==> config.mk <==
export PLATFORM = sky130hd
export DESIGN_NAME = spike_event_queue
export DESIGN_NICKNAME = d
export VERILOG_FILES = /design/src/rtl/spike_event_queue.sv
export SDC_FILE = /design/constraint.sdc
export NUM_CORES = 1
export LEC_CHECK = 0
export BUFFER_PORTS_ARGS = -buffer_cell sky130_fd_sc_hd__buf_2
export CAP_MARGIN = 10
export CORE_MARGIN = 2
export CORE_UTILIZATION = 56
export DETAILED_ROUTE_END_ITERATION = 16
export PLACE_DENSITY = 0.72
export SKIP_LAST_GASP = 1
export SLEW_MARGIN = 5
export SYNTH_ARGS = -nofsm -noshare
export SYNTH_HDL_FRONTEND = slang
export SYNTH_SLANG_ARGS = --single-unit
==> constraint.sdc <==
create_clock -name clk -period 5.09 [get_ports clk]
set_input_delay 1.018 -clock clk [delete_from_list [all_inputs] [get_ports clk]]
set_output_delay 1.018 -clock clk [all_outputs]
set_load 0.02 [all_outputs]
==> src/rtl/spike_event_queue.sv <==
// Rising-edge spike capture with timestamp tagging, lowest-index-first arbitration into a FIFO.
// Optional saturating drop counter and drop_count port when EVT_DROP_CNT_EN is defined.
module spike_event_queue #(
  parameter int NUM_NEURONS = 4,
  parameter int ID_W        = 2,
  parameter int TS_W        = 8,
  parameter int DEPTH       = 8,
  parameter int CNT_W       = 8
) (
  input  logic                   clk,
  input  logic                   rst,
  input  logic                   enable,
  input  logic [NUM_NEURONS-1:0] spike_in,
  output logic                   evt_valid,
  input  logic                   evt_ready,
  output logic [TS_W+ID_W-1:0]   evt_data,
  output logic [$clog2(DEPTH):0] fifo_count,
  output logic                   overflow
`ifdef EVT_DROP_CNT_EN
  ,
  output logic [CNT_W-1:0]       drop_count
`endif
);

  localparam int AW = $clog2(DEPTH);
  localparam int CW = AW + 1;

  logic [TS_W-1:0]        ts;
  logic [NUM_NEURONS-1:0] prev_spike;
  logic [NUM_NEURONS-1:0] pending;
  logic [TS_W-1:0]        ts_lat [NUM_NEURONS];
  logic [TS_W+ID_W-1:0]   mem [DEPTH];
  logic [AW-1:0]          wr_ptr;
  logic [AW-1:0]          rd_ptr;
  logic [CW-1:0]          count;

  logic                   sel_valid;
  logic [ID_W-1:0]        sel_idx;
  logic                   push;
  logic                   pop;
  logic [NUM_NEURONS-1:0] clr;
  logic [NUM_NEURONS-1:0] cap;
  logic [NUM_NEURONS-1:0] drop;
  logic [NUM_NEURONS-1:0] accept;

  always_comb begin
    sel_valid = 1'b0;
    sel_idx   = '0;
    for (int unsigned i = 0; i < NUM_NEURONS; i++) begin
      if (pending[i] && !sel_valid) begin
        sel_valid = 1'b1;
        sel_idx   = ID_W'(i);
      end
    end
  end

  // A neuron whose pending event is pushed this edge may accept a new rise in the same edge.
  always_comb begin
    push = sel_valid && (count != CW'(DEPTH));
    pop  = (count != '0) && evt_ready;
    clr  = '0;
    if (push) clr[sel_idx] = 1'b1;
    cap    = enable ? (spike_in & ~prev_spike) : '0;
    drop   = cap & pending & ~clr;
    accept = cap & ~drop;
  end

  always_ff @(posedge clk) begin
    if (!rst) begin
      ts         <= '0;
      prev_spike <= '0;
      pending    <= '0;
      wr_ptr     <= '0;
      rd_ptr     <= '0;
      count      <= '0;
      overflow   <= 1'b0;
      for (int unsigned i = 0; i < NUM_NEURONS; i++) ts_lat[i] <= '0;
      for (int unsigned i = 0; i < DEPTH; i++) mem[i] <= '0;
    end else begin
      if (enable) ts <= ts + TS_W'(1);
      prev_spike <= spike_in;
      pending    <= (pending & ~clr) | accept;
      for (int unsigned i = 0; i < NUM_NEURONS; i++) begin
        if (accept[i]) ts_lat[i] <= ts;
      end
      if (push) begin
        mem[wr_ptr] <= {ts_lat[sel_idx], sel_idx};
        wr_ptr      <= wr_ptr + AW'(1);
      end
      if (pop) rd_ptr <= rd_ptr + AW'(1);
      if (push && !pop)      count <= count + CW'(1);
      else if (pop && !push) count <= count - CW'(1);
      if (|drop) overflow <= 1'b1;
    end
  end

`ifdef EVT_DROP_CNT_EN
  localparam int SW = CNT_W + ID_W + 1;

  logic [ID_W:0]    n_drop;
  logic [SW-1:0]    drop_sum;

  always_comb begin
    n_drop = '0;
    for (int unsigned i = 0; i < NUM_NEURONS; i++) n_drop = n_drop + (ID_W+1)'(drop[i]);
    drop_sum = SW'(drop_count) + SW'(n_drop);
  end

  always_ff @(posedge clk) begin
    if (!rst)                                drop_count <= '0;
    else if (drop_sum > SW'({CNT_W{1'b1}}))  drop_count <= '1;
    else                                     drop_count <= drop_sum[CNT_W-1:0];
  end
`endif

  assign evt_valid  = (count != '0);
  assign evt_data   = mem[rd_ptr];
  assign fifo_count = count;

endmodule

======== Yosys cells after proc, flatten, opt, wreduce, memory -nomap -nowiden ========
Memories as Yosys holds them, arrays and structs flattened. A register that Yosys moved wholly into a read port is not among the register bits.
Index checks and enable logic that the tools add are counted.
storage, ports and cells
  bits of input ports ..................... 8
  memories ................................ 2
  bits in registers ....................... 27
  word-level logic and storage cells ...... 85
  output and inout bits ................... 16
  RAM bits ................................ 112
memory list
  name    words  bits a word  read ports  clocked after memory_dff  write ports  RTL line  text
  mem     8      10           1           1                         8            32        logic [TS_W+ID_W-1:0] mem [DEPTH];
  ts_lat  4      8            1           0                         4            31        logic [TS_W-1:0] ts_lat [NUM_NEURONS];
operators by class
  reduce and logical (&&, ||, !) cells .... 17
  bitwise operators ....................... 13
  order comparisons ....................... 2
  add/subtract/negate cells ............... 5
  mux-type cells .......................... 38
  equal/unequal tests ..................... 1
operators with widths
  kind                   number
  $mux W8                4
  $mux W1                23
  $and A4 B4 Y4          5
  $mux W4                4
  $not A4 Y4             3
  $mux W10               1
  $reduce_or A10 Y1      1
  $mux W3                3
  $add A8 B1 Y8 const B  1
  $logic_and A1 B1 Y1    8
  $add A3 B1 Y3 const B  2
  $logic_not A1 Y1       5
  $add A4 B1 Y4 const B  1
  $mux W2                2
  $ne A4 B4 Y1 const B   1
  $or A1 B1 Y1           4
  $or A4 B4 Y4           1
  $reduce_bool A4 Y1     1
  $reduce_or A4 Y1       1
  $sub A4 B1 Y4 const B  1
  $lt A2 B3 Y1 const B   1
  $demux W1 S2           1
  $ge A2 B1 Y1 const B   1
  $reduce_bool A2 Y1     1

======== Logic depth before layout (Yosys ltp) ========
  depth in word-level cells ............... 23
  mapped depth ............................ 10
  depth with buffers taken out ............ 9

======== Worst setup path after synthesis ========
OpenSTA, ideal clock, no wires.
  path kind ............................... input -> register
  start ................................... input port rst
  end ..................................... memory mem[4][0] in the netlist's numbering (enable)
  setup slack ............................. 2.486 ns
  required time ........................... 4.750 ns
  arrival time ............................ 2.265 ns
  stages .................................. 5
  path buffers ............................ 2
  cell sequence ........................... clkbuf_1 nor4b_1 nand3b_1 buf_2 nand2_1
RTL lines
  element          RTL line  text
  start, declared  11        input logic rst,
  end, declared    32

==> impl_metrics.ini <==
[status]
status = completed

[logic_synthesis]
synth_edf_count = 112
synth_flop_cell = edfxtp_1
syn_area_per_cell_um2 = 13.0
synthCells = 488
syn-num-nets = 503
ys.warnings.count = 0
synth_area_um2 = 6360
synth_seq_cells = 142
synthDistinctLibCells = 46
synthArstFlopShare = 0
yosysSeqAreaShare = 0.623

[cells_and_area]
final_nets = 521
fill_cells = 810
mostFrequentLayoutCell = edfxtp_1
areaGrowthSynthToFinish_pct = 12.0
final_cell_mix = edfxtp_1 (112), nor2_1 (85), and2_1 (41), inv_1 (35), dfxtp_1 (30)
fin_cells = 659
drive_gt1_frac = 0.185
n_antenna_cell = 0

[sta]
finalHoldViolCount = 0
fmax_ghz = 0.302
worst_pin_slew_ns = 0.992
fin_crit_sh = 0.651
setup-tns-final_ns = 0
slew_headroom = 0.338
rsz0062_at_grt = false
finalSetupViolations = 0
finalMaxSlewViolations = 0
fin_worst_skew_ns = 0.0144
fin_crit_ns = 3.31

[grt]
antenna_found_initial = 0
track_usage = 0.210
grt_pass1_wl_um = 19500
overflow = 0
grt_pass1_vias = 3701
grt_max_degree = 48

[placement]
place.gp.congestion = 0.790
placed_cells_incl_taps = 627
dp.final_hpwl_um = 8300
numPortBuffers = 23

[power_and_ir_drop]
p_per_area_nw_per_um2 = 441
power.leakage_uw = 0.00268
max-vdd-ir-drop_v = 0.000280

[floorplanning]
die_x_um = 111
core_area_um2 = 11000
pin_count = 24
die_area_um2 = 12200
start_util = 0.579
rows = 38
dieHeight_um = 111

[setup_path]
slowest_stage = dfxtp_1
startpoint_type = flop
arrival_ns = 2.30
path_cells = mux4_2 > mux2_2 > buf_2
required_ns = 4.07
cp_max_fo = 20
criticalPathCategory = flop to output port
critPathMaxStageDelay_ns = 0.97
end_kind = output port

[clock_tree]
cts_setup_buffers = 0
clk-insertion-delay-late_ns = 0.42
cts_root_buf = clkbuf_16
clockBufferDepth = 2
cts_hold_buffers = 0
clk_pin_slew_ns = 0.05
cts_tree = built
cts_inserted_buffers = 17
cts.sinks = 142
htree_levels = 4
cts-resized-gates = 0

[routing]
ant_nets = 0
drc = 0
vias_per_cell = 5.53
vias = 3646
drt_pass1_iterations = 4
routed_wl_um = 12000
post_drt_wl_per_cell_um = 18.2
drt_iter0_drc = 181

[job]
maxCapViolations = 0

[worst_hold_path]
hold_path_class = flop to flop
==> flip-flops by register name, indices dropped and copies added, names as in the netlist, named ones only <==
name,count
mem,80
ts_lat,32
ts,8
fifo_count,4
pending,4
prev_spike,4
rd_ptr,3
wr_ptr,3
overflow,1
==> critical path: cells and delay by family, from the launching register on <==
kind	cells	cell delay, ns
buffers and inverters	1	0.16
DFF	1	0.97
muxes	2	0.74
==> worst paths after layout <==
kind,cells after the start,slack [ns],to,startpoint
worst min-delay path,2,0.52,rd_ptr[1]$_SDFFE_PN0P_,rd_ptr[1]$_SDFFE_PN0P_
worst max-delay path,3,1.78,evt_data[2],flop
worst max register to register,5,2.29,mem[2][8]$_SDFFCE_PN0P_,fifo_count[0]$_SDFFE_PN0P_
worst min register to register,2,0.52,rd_ptr[1]$_SDFFE_PN0P_,rd_ptr[1]$_SDFFE_PN0P_
==> stage by stage <==
step	setup slack [ns]	hold WS [ns]	util	cell area [µm²]	power, µW
after floorplan	2.49	0.467	-	6360	1820
after global placement	2.06	0.486	0.596	6540	1960
after detailed placement	1.93	0.507	0.596	6540	1970
after CTS	1.73	0.515	0.648	7120	3160
after global routing	1.69	0.556	0.648	7120	3270
final	1.78	0.520	0.648	7120	3140
==> final cells by class <==
cell class              instances  area [µm²]  share of cell area
repair buffers                 26         138              0.0193
inverters                      35         131              0.0184
multi-input cells             284        2130               0.300
clock inverters                10         115              0.0162
well taps                     140         175              0.0246
clock buffers                  22         464              0.0652
flip-flops and latches        142        3960               0.557
==> synthesized netlist by cell type, drive strengths merged (5+ instances only) <==
library cell,n,area share
edfxtp,112,0.53
nor2,85,0.050
and2,41,0.040
inv,35,0.021
dfxtp,30,0.094
mux4,28,0.099
nand2,26,0.015
buf,16,0.014
and3,13,0.013
clkbuf,11,0.0065
mux2,10,0.018
o21ai,8,0.0081
xnor2,8,0.011
a21boi,7,0.0083
ha,6,0.012
nand3,6,0.0047
nor2b,5,0.0053
==> routing by layer <==
metal,global-route usage,share of wire,vias up
met2,0.349,0.52,96
met1,0.272,0.42,1773
met3,0.0505,0.050,11
li1,-,-,1766
met4,0.0750,0.010,0
met5,0,0,-
==> power by group <==
part / internal (µW) / switching, µW / leakage, µW / total (µW)
logic: 241 / 303 / 0.000993 / 544
clock network: 745 / 451 / 0.000276 / 1200
registers: 1330 / 67.4 / 0.00141 / 1400
==> cells by family (layout without fill, tap and decap cells) <==
logic type,Yosys count,in the layout,synth area share
adders and majority gates,7,7,0.0149
AOI/OAI and AO/OA,27,27,0.0293
and+or+nand+nor,198,198,0.155
muxes,41,41,0.122
xor gates and xnor gates,11,11,0.0151
DFF,142,142,0.623
buffers and inverters,62,93,0.0413
(Power assumes the default switching activity.)
